`src/rtl/pdm_sample_sequencer.sv`:
```
`default_nettype none
// ============================================================================
//  Module      : pdm_sample_sequencer
//  Description : Sample-rate pacer, FIFO and pop-free ramp sequencer for pdm.
//  Revision    : 1.0 - initial release
// ============================================================================
module pdm_sample_sequencer #(
    parameter int NBITS     = 16,
    parameter int DIV       = 256,
    parameter int DEPTH     = 4,
    parameter int RAMP_STEP = 64
) (
    input  logic                     clk,
    input  logic                     rst,
    input  logic [NBITS-1:0]         s_data,
    input  logic                     s_valid,
    output logic                     s_ready,
    input  logic                     mute,
    output logic [NBITS-1:0]         pdm_din,
    output logic                     pdm_rst,
    output logic                     sample_tick,
    output logic                     underrun,
    output logic [$clog2(DEPTH):0]   level,
    output logic                     active
);

    localparam int                 c_cw      = (DIV > 1) ? $clog2(DIV) : 1;
    localparam int                 c_aw      = $clog2(DEPTH);
    localparam logic [c_cw-1:0]    c_cnt_max = c_cw'(DIV - 1);
    localparam logic [c_aw:0]      c_depth   = (c_aw + 1)'(DEPTH);
    localparam logic [NBITS:0]     c_mid     = {2'b01, {(NBITS - 1){1'b0}}};
    localparam logic [NBITS:0]     c_step    = (NBITS + 1)'(RAMP_STEP);

    typedef enum logic [1:0] {
        ST_IDLE      = 2'd0,
        ST_RAMP_UP   = 2'd1,
        ST_RUN       = 2'd2,
        ST_RAMP_DOWN = 2'd3
    } state_t;

    state_t             r_state;
    state_t             w_state_nxt;
    logic [c_cw-1:0]    r_cnt;
    logic [NBITS-1:0]   r_din;
    logic [NBITS-1:0]   w_din_nxt;
    logic               r_pdm_rst;
    logic               w_pdm_rst_nxt;
    logic               r_tick_q;
    logic               r_underrun;
    logic               w_underrun_nxt;

    logic [NBITS-1:0]   r_mem [DEPTH];
    logic [c_aw-1:0]    r_wr_ptr;
    logic [c_aw-1:0]    r_rd_ptr;
    logic [c_aw:0]      r_level;

    logic               w_tick;
    logic               w_push;
    logic               w_pop;
    logic               w_flush;
    logic               w_empty;
    logic               w_full;
    logic [NBITS:0]     w_up;
    logic [NBITS:0]     w_up_sat;
    logic [NBITS:0]     w_down_sat;

    assign w_tick  = (r_cnt == c_cnt_max);
    assign w_empty = (r_level == '0);
    assign w_full  = (r_level == c_depth);
    assign w_push  = s_valid && s_ready;

    // Ramp math carries one extra bit so saturation replaces wrap-around.
    assign w_up       = {1'b0, r_din} + c_step;
    assign w_up_sat   = (w_up >= c_mid) ? c_mid : w_up;
    assign w_down_sat = ({1'b0, r_din} > c_step) ? ({1'b0, r_din} - c_step) : '0;

    always_ff @(posedge clk) begin
        if (rst) begin
            r_cnt <= '0;
        end else if (w_tick) begin
            r_cnt <= '0;
        end else begin
            r_cnt <= r_cnt + c_cw'(1);
        end
    end

    always_ff @(posedge clk) begin
        if (rst) begin
            r_state    <= ST_IDLE;
            r_din      <= '0;
            r_pdm_rst  <= 1'b1;
            r_tick_q   <= 1'b0;
            r_underrun <= 1'b0;
        end else begin
            r_state    <= w_state_nxt;
            r_din      <= w_din_nxt;
            r_pdm_rst  <= w_pdm_rst_nxt;
            r_tick_q   <= w_tick;
            r_underrun <= w_underrun_nxt;
        end
    end

    always_comb begin
        w_state_nxt    = r_state;
        w_din_nxt      = r_din;
        w_pdm_rst_nxt  = r_pdm_rst;
        w_underrun_nxt = 1'b0;
        w_pop          = 1'b0;
        w_flush        = 1'b0;
        if (w_tick) begin
            case (r_state)
                ST_IDLE: begin
                    if (!mute) begin
                        w_state_nxt   = ST_RAMP_UP;
                        w_pdm_rst_nxt = 1'b0;
                    end
                end
                ST_RAMP_UP: begin
                    if (mute) begin
                        w_state_nxt = ST_RAMP_DOWN;
                    end else begin
                        w_din_nxt = w_up_sat[NBITS-1:0];
                        if (w_up_sat == c_mid) begin
                            w_state_nxt = ST_RUN;
                        end
                    end
                end
                ST_RUN: begin
                    if (mute) begin
                        w_state_nxt = ST_RAMP_DOWN;
                    end else if (!w_empty) begin
                        w_pop     = 1'b1;
                        w_din_nxt = r_mem[r_rd_ptr];
                    end else begin
                        w_din_nxt      = c_mid[NBITS-1:0];
                        w_underrun_nxt = 1'b1;
                    end
                end
                ST_RAMP_DOWN: begin
                    // mute is deliberately ignored: the ramp always reaches 0.
                    w_din_nxt = w_down_sat[NBITS-1:0];
                    if (w_down_sat == '0) begin
                        w_state_nxt   = ST_IDLE;
                        w_pdm_rst_nxt = 1'b1;
                        w_flush       = 1'b1;
                    end
                end
                default: begin
                    w_state_nxt = ST_IDLE;
                end
            endcase
        end
    end

    // Flush wins over a same-cycle push; the pop uses pre-edge occupancy.
    always_ff @(posedge clk) begin
        if (rst || w_flush) begin
            r_wr_ptr <= '0;
            r_rd_ptr <= '0;
            r_level  <= '0;
        end else begin
            if (w_push) begin
                r_wr_ptr <= r_wr_ptr + c_aw'(1);
            end
            if (w_pop) begin
                r_rd_ptr <= r_rd_ptr + c_aw'(1);
            end
            if (w_push && !w_pop) begin
                r_level <= r_level + (c_aw + 1)'(1);
            end else if (w_pop && !w_push) begin
                r_level <= r_level - (c_aw + 1)'(1);
            end
        end
    end

    always_ff @(posedge clk) begin
        if (w_push) begin
            r_mem[r_wr_ptr] <= s_data;
        end
    end

    assign s_ready     = !w_full && (r_state != ST_IDLE);
    assign pdm_din     = r_din;
    assign pdm_rst     = r_pdm_rst;
    assign sample_tick = r_tick_q;
    assign underrun    = r_underrun;
    assign level       = r_level;
    assign active      = (r_state == ST_RUN);

endmodule
`default_nettype wire

```
`config.mk`:
```
export PLATFORM = sky130hd
export DESIGN_NAME = pdm_sample_sequencer
export DESIGN_NICKNAME = d
export VERILOG_FILES = /design/src/rtl/pdm_sample_sequencer.sv
export SDC_FILE = /design/constraint.sdc
export NUM_CORES = 1
export LEC_CHECK = 0
export CAP_MARGIN = 10
export CORE_ASPECT_RATIO = 1.4
export CORE_UTILIZATION = 59
export CTS_CLUSTER_DIAMETER = 50
export DETAILED_ROUTE_END_ITERATION = 7
export PLACE_DENSITY = 0.87
export SLEW_MARGIN = 15
export SYNTH_ARGS = -nofsm -noshare
export SYNTH_HDL_FRONTEND = slang
export SYNTH_SLANG_ARGS = --single-unit
```
`constraint.sdc`:
```
create_clock -name clk -period 7.43 [get_ports clk]
set_clock_uncertainty 0.05 [all_clocks]
set_input_delay 0.743 -clock clk [delete_from_list [all_inputs] [get_ports clk]]
set_output_delay 0.743 -clock clk [all_outputs]
set_load 0.01 [all_outputs]
```
Word-level counts from Yosys, hierarchy flattened:

Memories as Yosys holds them, arrays and structs flattened. A register that Yosys moved wholly into a read port is not among the register bits.
Index checks and enable logic that the tools add are counted.

* bits in registers: 36
* bits in writable memories: 64
* bits of input ports: 20
* output and inout port bits: 24
* logic and storage cells: 82
* memories kept: 1

* add/sub/neg operators: 7
* order comparisons: 2
* equal/unequal tests: 12
* mux-type cells: 29
* bitwise operators: 2
* reduce and logical (&&, ||, !) cells: 20

Memory list
* r_mem: depth 4, width 16, rd ports 1, clocked after Yosys merged registers in 1, wr ports 1, line 52 `logic [NBITS-1:0] r_mem [DEPTH];`

Operators by type and width (count)
* 2-to-1 mux 16 bit: 3
* one-hot mux 16 bit (3 select lines): 1
* 2-to-1 mux 17 bit: 2
* adder 16 x 7 -> 17 bit (second input constant): 1
* == test 17 x 16 -> 1 bit (second input constant): 1
* greater-or-equal comparator 17 x 16 -> 1 bit (second input constant): 1
* zero test 17 bit: 1
* subtractor 16 x 7 -> 17 bit (second input constant): 1
* > comparator 16 x 7 -> 1 bit (second input constant): 1
* 2-to-1 mux 2 bit: 7
* 2-to-1 mux 1 bit: 12
* inequality test 2 bit (second input constant): 5
* adder 8 x 1 -> 8 bit (second input constant): 1
* == test 8 bit (second input constant): 1
* one-hot mux 2 bit (4 select lines): 1
* AND reduction 4 bit: 2
* 2-to-1 mux 3 bit: 2
* nonzero test 2 bit: 3
* AND reduction 5 bit: 1
* adder 2 x 1 -> 2 bit (second input constant): 2
* == test 2 bit (second input constant): 2
* logical AND 1 bit: 4
* OR reduction 4 bit: 1
* adder 3 x 1 -> 3 bit (second input constant): 1
* other kinds (12): 15

Logic depth before layout (Yosys ltp):

Gate-level depths: netlist of the first run.

* depth in word-level cells: 8
* depth in mapped cells: 12
* gate-level depth less buffers: 12

Worst setup path after synthesis of the first run:

No wires, ideal clock.

* path type: register to register
* from: reg r_state[0]
* to: reg r_level[2] (netlist: level[2])
* setup time: 135 ps
* data arrival time: 2409 ps
* data required time: 7245 ps
* slack: 4836 ps
* stages on the path, launching flop included: 13
* path buffers: 1
* cells stage by stage: dfxtp_1 > inv_1 > ha_1 > a21oi_1 > and2_1 > clkbuf_1 > ha_1 > inv_1 > fa_1 > xor2_1 > nor2_1 > xnor2_1 > nor2_1

* cells in the longest elaborated chain, start to end: 6
* elaborated cells on any way between the ends: 16
* those cells by class: eq/ne (2); mux (5); reduce/logical (9)

RTL lines
* start: declaration: line 41 `state_t r_state;`
* start signal: assignment: line 95 `r_state <= w_state_nxt;`
* nonzero test 2 bit *: line 182 `assign s_ready = !w_full && (r_state != ST_IDLE);`
* logical AND 1 bit *: line 182
* net s_ready: line 17 `output logic s_ready,`
* logical AND 1 bit *: line 70 `assign w_push = s_valid && s_ready;`
* net w_push: line 58 `logic w_push;`
* zero test 1 bit: line 170 `end else if (w_pop && !w_push) begin`
* logical AND 1 bit: line 170
* nonzero test 2 bit (no source line)
* end signal: assignment: line 169 `r_level <= r_level + (c_aw + 1)'(1);`
* end signal: assignment: line 171 `r_level <= r_level - (c_aw + 1)'(1);`
* end: declaration: line 55 `logic [c_aw:0] r_level;`

The timed path passes the listed nets; every way through them passes the cells marked *.
A chain may end at the register's enable or synchronous reset.

Worst setup path in the final report of the first run:

* from: reg r_state[0]
* to: out s_ready

* cells in the longest elaborated chain, start to end: 2

RTL lines (line)
* nonzero test 2 bit: 182
* logical AND 1 bit: 182
* end: declaration: 17

Every way passes these cells.

==> results.py, run 1 <==
metrics = {
    "cts": {
        "clk_pin_slew_ps": 90,
        "cts.sinks": 102,
        "cts_buffer_depth": 2,
        "cts-buffers-inserted": 9,
        "root_buffer": "clkbuf_8",
        "cts_hold_buf": 0,
        "cts_htree_levels": 3,
        "insertion_delay_ps": 360,
        "postCtsSetupRepairBufs": 0,
        "cts_tree": "yes",
        "cts-resized-gates": 0,
    },
    "placed_design": {
        "dp_slack_ps": 4590,
        "portBuffers": 43,
        "post-dp-hpwl_um": 6350,
        "routabilityCongestion": 0.907,
        "placed_area_um2": 5120,
    },
    "run": {
        "maxCapViolCount": 0,
    },
    "power_and_ir_drop": {
        "clock_power_share_pct": 33.8,
        "powerDensity_nw_per_um2": 178,
        "switching_power_w": 0.000189,
        "ir_worst_vdd_v": 0.000158,
        "power_frac_comb_pct": 2.2,
        "seqPwrFrac_pct": 64.0,
        "sw_frac_of_total_pct": 20.1,
        "p_int_w": 0.000753,
        "leakage_nw": 1.83,
    },
    "critical_path": {
        "slowest_delay_ps": 620,
        "critPathKind": "reg -> out",
        "end_kind": "primary output",
        "crit_slowest_cell": "clkdlybuf4s50_1",
        "crit_chain": "inv_1, ha_1, a21oi_1, clkdlybuf4s50_1",
        "cp_max_fo": 7,
        "crit_path_start_kind": "flop",
        "critPathRequiredTime_ps": 6640,
        "crit_arrival_ps": 2150,
    },
    "global_route": {
        "track_usage_pct": 24.0,
        "grt_pass1_vias": 3206,
        "antenna_found_initial": 0,
        "grt_max_degree": 19,
        "overflow": 0,
        "grt_first_pass_wirelength_um": 14800,
    },
    "layout": {
        "fillers": 525,
        "finalInstanceArea_um2": 5300,
        "n_antenna_cell": 0,
        "nets": 444,
        "synthToLayoutAreaGrowth_pct": 14.6,
        "fin_util_pct": 71.1,
        "drive_above_1_share_pct": 9.90,
    },
    "min_path": {
        "hold_path.class": "reg -> reg",
    },
    "synthesis": {
        "synth.avg_cell_area_um2": 12.5,
        "synth_area_leader_cell": "edfxtp_1",
        "synthTopCellsByCount": "edfxtp_1 (64), dfxtp_1 (38), nor2_1 (34)",
        "synth_area_leaders": "edfxtp_1 (42%), dfxtp_1 (16%), mux4_2 (7.8%), ha_1 (3.8%), nor2_1 (2.8%)",
        "ys_ff_latch": 102,
        "synth.distinct_cells": 57,
        "seq_area_frac_synth_pct": 58.0,
        "synth-main-ff-cell": "edfxtp_1",
        "synthXorXnorAreaFrac_pct": 3.98,
        "synth-adder-area-share_pct": 4.22,
        "post-synth-top-count-cell": "edfxtp_1",
        "synth_compound_area_share_pct": 10.5,
        "syn-cell-area_um2": 4620,
        "yosysTopAreaCellShare_pct": 41.6,
        "synth_mux_area_share_pct": 8.23,
        "async_flop_share_pct": 0,
        "synthCells": 369,
        "synth-edff-count": 64,
        "synth_top_family_by_area": "simple AND/OR/NAND/NOR gates",
        "ys_warn_count": 0,
        "synth-simple-area-share_pct": 12.5,
        "syn_nets": 404,
    },
    "sta": {
        "tns_ps": 0,
        "setup_viol": 0,
        "hold_viol_final": 0,
        "relSlewSlack_pct": 42.1,
        "max_freq_mhz": 339,
        "fin_ws_ps": 4480,
        "rsz0062_at_grt": "no",
        "fin_crit_sh_pct": 39.7,
        "fin_crit_ps": 2950,
        "worst_pin_slew_ps": 868,
        "fin_hold_ws_ps": 420,
        "slew_violations": 0,
    },
    "detailed_routing": {
        "drt-pass1-iter-count": 8,
        "drt-vias-per-instance": 6.20,
        "drt_iter0_markers": 306,
        "drtAntennaViolNets": 0,
        "wl_per_cell_um": 17.9,
        "routed_wl_um": 9170,
        "vias": 3170,
        "drcViolationCount": 0,
    },
    "floorplan": {
        "start_util_pct": 62.0,
        "rows": 37,
        "die_h_um": 107,
        "core_area_um2": 7450,
        "dieArea_um2": 8200,
        "io_pins": 44,
        "die_w_um": 76.8,
    },
    "status": {
        "status": "completed",
    },
}
==> cells in the final DEF, fill, tap and decap left out, types with 10 or more instances in the layout <==
cell	n
edfxtp_1	64
o21ai_0	16
and3_1	10
nor2_1	34
a21oi_1	17
mux4_2	16
clkbuf_8	11
inv_1	13
ha_1	14
dfxtp_1	37
clkdlybuf4s50_1	43
nor3_1	10
nand2_1	18
xnor2_1	12
==> logic make-up (layout without fill, tap and decap cells) <==
group / Yosys count / count (layout)
AND/OR/NAND/NOR: 113 / 113
flip-flops: 102 / 102
AO/OA/AOI/OAI: 71 / 71
buffers and inverters: 29 / 74
XOR/XNOR: 21 / 21
multiplexers: 18 / 18
adder cells (fa/ha/maj): 15 / 15
==> worst max-delay path: cells and delay by family, from the launching register on <==
family	cells	cell delay (ps)
AOI/OAI and AO/OA	1	360
adders and majority gates	1	300
buffers and inverters	2	730
DFF	1	410
==> sequential cells by signal, summed over array words and instances (netlist names), named ones only <==
signal / count
r_mem: 64
pdm_din: 16
r_cnt: 8
level: 3
r_rd_ptr: 2
r_state: 2
r_wr_ptr: 2
pdm_rst: 1
sample_tick: 1
underrun: 1
==> layout make-up <==
type | count | area (um2) | area share, %
timing repair buffer | 45 | 445 | 8.41
sequential | 102 | 2680 | 50.6
multi-input combinational | 238 | 1820 | 34.4
inverter | 13 | 48.8 | 0.921
tap | 97 | 121 | 2.29
clock buffer | 13 | 159 | 3.00
clock inverter | 3 | 18.8 | 0.354
==> routing by layer <==
| layer | up-vias | global-route usage, % | part of all wire [%] | wire length [um] |
|---|---|---|---|---|
| met5 | - | 0 | 0 | 0 |
| met1 | 1541 | 26.0 | 38 | 3520 |
| met2 | 141 | 44.1 | 53 | 4850 |
| li1 | 1463 | - | - | - |
| met3 | 25 | 5.45 | 6.3 | 579 |
| met4 | 0 | 10.7 | 2.3 | 215 |
==> power groups by stage <==
stage | sequential, W | clock, W | combinational [W]
after floorplan | 0.000615 | 0 | 0.00000555
after global placement | 0.000615 | 0 | 0.0000204
after detailed placement | 0.000616 | 0 | 0.0000211
after CTS | 0.000602 | 0.000320 | 0.0000211
after global routing | 0.000603 | 0.000341 | 0.0000228
final | 0.000602 | 0.000318 | 0.0000211
==> worst paths after layout <==
kind	from	end	slack, ps	cells after the start
setup / recovery	r_state[0]$_SDFFE_PP0P_	s_ready	4480	4
setup reg to reg	pdm_din[10]$_SDFFE_PP0P_	pdm_din[0]$_SDFFE_PP0P_	4630	5
hold / removal	r_cnt[0]$_SDFF_PP0_	r_cnt[0]$_SDFF_PP0_	420	1
hold reg to reg	r_cnt[0]$_SDFF_PP0_	r_cnt[0]$_SDFF_PP0_	420	1
==> per-stage QoR <==
| step | std cells | total power (W) |
|---|---|---|
| 2_1_floorplan | 369 | 0.000621 |
| 3_3_place_gp | 495 | 0.000636 |
| 3_5_place_dp | 495 | 0.000637 |
| 4_1_cts | 511 | 0.000943 |
| 5_1_grt | 511 | 0.000966 |
| 6_report | 511 | 0.000942 |
Note: power is estimated with default switching activity, not from simulation.
==> run 2, diff against run 1 <==
- CORE_UTILIZATION: 59 -> 51
- PLACE_DENSITY: 0.87 -> 0.8
- clock period: 7.43 -> 2.5 ns (I/O delays scaled with it)
==> results.py, run 2 (synthesis results as in run 1) <==
metrics = {
    "cts": {
        "cts_hold_buf": 0,
        "cts-buffers-inserted": 9,
        "root_buffer": "clkbuf_16",
        "cts_htree_levels": 3,
        "cts_tree": "yes",
        "clk_pin_slew_ps": 70,
        "cts.sinks": 102,
        "insertion_delay_ps": 340,
        "cts_buffer_depth": 2,
    },
    "floorplan": {
        "die_w_um": 82.5,
        "start_util_pct": 53.1,
        "io_pins": 44,
        "dieArea_um2": 9450,
        "rows": 40,
        "core_area_um2": 8710,
        "die_h_um": 115,
    },
    "sta": {
        "fin_hold_ws_ps": 422,
        "tns_ps": 0,
        "fin_crit_ps": 2440,
        "worst_pin_slew_ps": 440,
        "slew_violations": 0,
        "relSlewSlack_pct": 70.4,
        "fin_ws_ps": 62.2,
        "setup_viol": 0,
        "max_freq_mhz": 410,
        "fin_crit_sh_pct": 97.5,
        "rsz0062_at_grt": "no",
        "hold_viol_final": 0,
    },
    "global_route": {
        "grt_first_pass_wirelength_um": 16100,
        "track_usage_pct": 23.1,
        "antenna_found_initial": 0,
        "overflow": 0,
        "grt_pass1_vias": 3211,
        "grt_max_degree": 19,
    },
    "detailed_routing": {
        "routed_wl_um": 9730,
        "drcViolationCount": 0,
        "drtAntennaViolNets": 0,
        "drt_iter0_markers": 275,
        "wl_per_cell_um": 17.8,
        "drt-vias-per-instance": 5.84,
        "vias": 3193,
        "drt-pass1-iter-count": 4,
    },
    "power_and_ir_drop": {
        "powerDensity_nw_per_um2": 589,
        "ir_worst_vdd_v": 0.000497,
        "leakage_nw": 2.05,
        "totalPowerFinal_w": 0.00336,
    },
    "layout": {
        "largest_register_ffs": 64,
        "mostFrequentLayoutCells": "edfxtp_1 (64), clkdlybuf4s50_1 (43), nor2_1 (34), dfxtp_1 (34), buf_4 (30)",
        "stdcell_count": 547,
        "n_antenna_cell": 0,
        "synthToLayoutAreaGrowth_pct": 23.5,
        "nets": 472,
        "largest_register": "r_mem",
        "drive_above_1_share_pct": 18.8,
        "multi_input_area_um2": 1860,
        "seqCellArea_um2": 2690,
        "fillers": 648,
        "final_common_cell": "edfxtp_1",
    },
    "critical_path": {
        "critPathRequiredTime_ps": 2740,
        "slowest_delay_ps": 540,
        "end_kind": "flop",
        "critPathKind": "reg -> reg",
        "crit_arrival_ps": 2680,
        "crit_buf_inv": 0,
        "path_delay_family": "simple AND/OR/NAND/NOR gates",
        "cp_max_fo": 5,
        "crit_chain": "or4_4, or3_4, a211o_1, and2_4, or4_4, nand3_2",
        "cpMostUsedCell": "or4_4",
        "crit_slowest_cell": "or4_4",
        "crit_path_start_kind": "flop",
    },
    "placed_design": {
        "post-dp-hpwl_um": 6860,
        "placed_cells": 528,
        "portBuffers": 43,
        "dp_slack_ps": 83.0,
        "routabilityCongestion": 0.905,
    },
    "min_path": {
        "hold_path.class": "reg -> reg",
    },
    "status": {
        "status": "completed",
    },
    "run": {
        "maxCapViolCount": 0,
    },
}
-- run 2: cell types whose count changed in the layout (fill, tap and decap cells not counted), moves of 3 or more --
cell       change
dfxtp_1        -3
dfxtp_2        +3
clkbuf_8      -11
buf_4         +28
clkbuf_16      +9
-- run 2: power by group --
part	switching [W]	total [W]	internal, W
logic	0.0000326	0.0000677	0.0000351
clock network	0.000617	0.00150	0.000887
registers	0.00000362	0.00179	0.00179
total	0.000653	0.00336	0.00271
-- run 2: final timing paths --
path,start,endpoint,slack [ps],cells after the start
setup / recovery,pdm_din[11]$_SDFFE_PP0P_,r_state[0]$_SDFFE_PP0P_,60,6
hold reg to reg,r_cnt[0]$_SDFF_PP0_,r_cnt[0]$_SDFF_PP0_,420,1
hold / removal,r_cnt[0]$_SDFF_PP0_,r_cnt[0]$_SDFF_PP0_,420,1
setup reg to reg,pdm_din[11]$_SDFFE_PP0P_,r_state[0]$_SDFFE_PP0P_,60,6
-- run 2: final cells by class --
| class | count | area share (%) |
|---|---|---|
| sequential | 102 | 47.1 |
| multi-input combinational | 238 | 32.6 |
| timing repair buffer | 73 | 11.5 |
| clock buffer | 10 | 4.01 |
| tap | 105 | 2.30 |
| clock inverter | 6 | 1.60 |
| inverter | 13 | 0.855 |
-- run 2: routing by layer --
metal  part of all wire [%]  routed length, um  GRT usage [%]
met5                      0                  0              0
met4                    2.4                235           11.9
met3                    4.2                408           4.54
met2                     52               5030           37.5
met1                     42               4050           28.7
-- run 2: through the flow --
stage                     area (um2)  utilization [%]
after floorplan                 4630                -
after global placement          5320             61.1
after detailed placement        5320             61.1
after CTS                       5640             64.8
after global routing            5710             65.5
final                           5710             65.5
-- run 2: what timing repair did --
| action | in CTS | in global routing |
|---|---|---|
| endpoints found under the setup margin | 0 | 5 |
| gates resized for setup | 0 | 13 |
| setup buffers | 0 | 3 |
==> run 3, diff against run 2 <==
- CELL_PAD_IN_SITES_DETAIL_PLACEMENT: not set -> 1
- CELL_PAD_IN_SITES_GLOBAL_PLACEMENT: not set -> 1
- CORE_UTILIZATION: 51 -> 42
- PLACE_DENSITY: 0.8 -> 0.87
==> results.py, run 3 (synthesis results as in run 1) <==
metrics = {
    "sta": {
        "rsz0062_at_grt": "no",
        "max_freq_mhz": 411,
        "slew_violations": 0,
        "fin_ws_ps": 69.9,
        "worst_pin_slew_ps": 461,
        "relSlewSlack_pct": 69.1,
        "tns_ps": 0,
        "fin_crit_sh_pct": 97.2,
        "hold_viol_final": 0,
        "fin_crit_ps": 2430,
        "setup_viol": 0,
    },
    "cts": {
        "cts.sinks": 102,
        "root_buffer": "clkbuf_16",
        "cts_tree": "yes",
        "cts_htree_levels": 3,
        "cts_buffer_depth": 2,
        "cts_hold_buf": 0,
        "clk_pin_slew_ps": 70,
        "insertion_delay_ps": 350,
        "cts-buffers-inserted": 9,
    },
    "power_and_ir_drop": {
        "leakage_nw": 2.01,
        "powerDensity_nw_per_um2": 566,
        "ir_worst_vdd_v": 0.000489,
    },
    "run": {
        "maxCapViolCount": 0,
    },
    "critical_path": {
        "worstRegToRegCells": 6,
        "path_delay_family": "simple AND/OR/NAND/NOR gates",
        "critPathRequiredTime_ps": 2730,
        "crit_chain": "or4_4, or3_4, a211o_1, and2_4, or4_1, nand3_1",
        "crit_buf_inv": 0,
        "slowest_delay_ps": 530,
        "r2r-start": "pdm_din[10]$_SDFFE_PP0P_",
        "r2r-end": "r_state[0]$_SDFFE_PP0P_",
        "crit_path_start_kind": "flop",
        "critPathKind": "reg -> reg",
        "crit_arrival_ps": 2660,
        "cp_max_fo": 5,
        "crit_slowest_cell": "or4_4",
        "r2r_setup_slack_ps": 70,
        "end_kind": "flop",
    },
    "detailed_routing": {
        "drt_iter0_markers": 112,
        "drt-vias-per-instance": 5.55,
        "drcViolationCount": 2,
        "wl_per_cell_um": 19.0,
        "routed_wl_um": 11000,
        "vias": 3228,
        "drt-pass1-iter-count": 6,
        "drtAntennaViolNets": 0,
    },
    "placed_design": {
        "post-dp-hpwl_um": 8000,
        "dp_slack_ps": 0.896,
        "portBuffers": 43,
        "routabilityCongestion": 0.858,
    },
    "floorplan": {
        "die_w_um": 90.7,
        "dieArea_um2": 11400,
        "start_util_pct": 43.0,
        "die_h_um": 126,
        "rows": 45,
        "core_area_um2": 10800,
        "io_pins": 44,
    },
    "layout": {
        "fillers": 1103,
        "seqCellArea_um2": 2690,
        "n_antenna_cell": 0,
        "nets": 471,
        "multi_input_area_um2": 1840,
        "drive_above_1_share_pct": 17.5,
        "synthToLayoutAreaGrowth_pct": 23.1,
        "largest_register": "r_mem",
        "final_common_cell": "edfxtp_1",
        "mostFrequentLayoutCells": "edfxtp_1 (64), clkdlybuf4s50_1 (43), dfxtp_1 (35)",
        "largest_register_ffs": 64,
    },
    "min_path": {
        "min_to": "r_cnt[0]$_SDFF_PP0_",
        "worstHoldPathCells": 1,
        "hold_path.class": "reg -> reg",
        "worstHoldStart": "r_cnt[0]$_SDFF_PP0_",
    },
    "global_route": {
        "grt_first_pass_wirelength_um": 18100,
        "antenna_found_initial": 0,
        "overflow": 0,
        "grt_max_degree": 20,
        "track_usage_pct": 20.7,
        "grt_pass1_vias": 3528,
    },
    "status": {
        "violations": "DRC",
        "status": "complete, but fails checks",
    },
}
==> run 3: stage by stage <==
stage | instances | power [W] | cell area (um2) | utilization (%) | hold slack [ps]
final | 582 | 0.00322 | 5690 | 52.9 | 435
after global routing | 582 | 0.00333 | 5690 | 52.9 | 466
after CTS | 581 | 0.00325 | 5660 | 52.7 | 437
after detailed placement | 565 | 0.00190 | 5370 | 50.0 | 422
after global placement | 565 | 0.00189 | 5370 | 50.0 | 390
after floorplan | 369 | 0.00185 | 4630 | - | 299
==> run 3: worst max path at each step <==
| stage | start | end | slack (ps) | cells past startpoint |
|---|---|---|---|---|
| floorplan | r_state[0]$_SDFFE_PP0P_ | level[2]$_SDFFE_PP0P_ | 30 | 12 |
| global placement | pdm_din[13]$_SDFFE_PP0P_ | r_state[0]$_SDFFE_PP0P_ | 140 | 6 |
| detailed placement | r_state[0]$_SDFFE_PP0P_ | level[2]$_SDFFE_PP0P_ | 0.9 | 11 |
| CTS | pdm_din[10]$_SDFFE_PP0P_ | r_state[0]$_SDFFE_PP0P_ | 10 | 6 |
| global route | r_cnt[0]$_SDFF_PP0_ | pdm_din[13]$_SDFFE_PP0P_ | 0.1 | 8 |
| finish | pdm_din[10]$_SDFFE_PP0P_ | r_state[0]$_SDFFE_PP0P_ | 70 | 6 |
==> run 3: final cells by class <==
cell class / instances / area share [%]
sequential: 102 / 47.2
multi-input combinational: 238 / 32.4
timing repair buffer: 72 / 11.4
clock buffer: 10 / 4.03
tap: 141 / 3.10
clock inverter: 6 / 1.03
inverter: 13 / 0.858
==> run 3: layer usage <==
metal / track usage, % / vias to the layer above / part of all wire (%) / wire length (um)
li1: - / 1522 / - / -
met1: 23.7 / 1624 / 40 / 4460
met2: 36.6 / 62 / 54 / 5970
met3: 4.17 / 20 / 2.9 / 317
met4: 9.77 / 0 / 2.6 / 286
met5: 0 / - / 0 / 0
==> run 3: what timing repair did <==
| item | CTS | global route |
|---|---|---|
| buffers inserted | 0 | 1 |
| pin swaps | 0 | 2 |
| cloned | 0 | 0 |
| setup endpoints to repair | 1 | 10 |
| resized for setup | 1 | 7 |
==> run 3: where the power goes <==
part	leakage, nW	internal (W)	switching (W)
Clock	0.139	0.000702	0.000656
Sequential	0.883	0.00179	0.00000385
Combinational	0.985	0.0000353	0.0000333
==> run 3: worst register-to-register path, cell delays in order (launching register included) <==
cell,delay [ps]
dfxtp_1,330
or4_4,530
or3_4,390
a211o_1,280
and2_4,160
or4_1,510
nand3_1,110
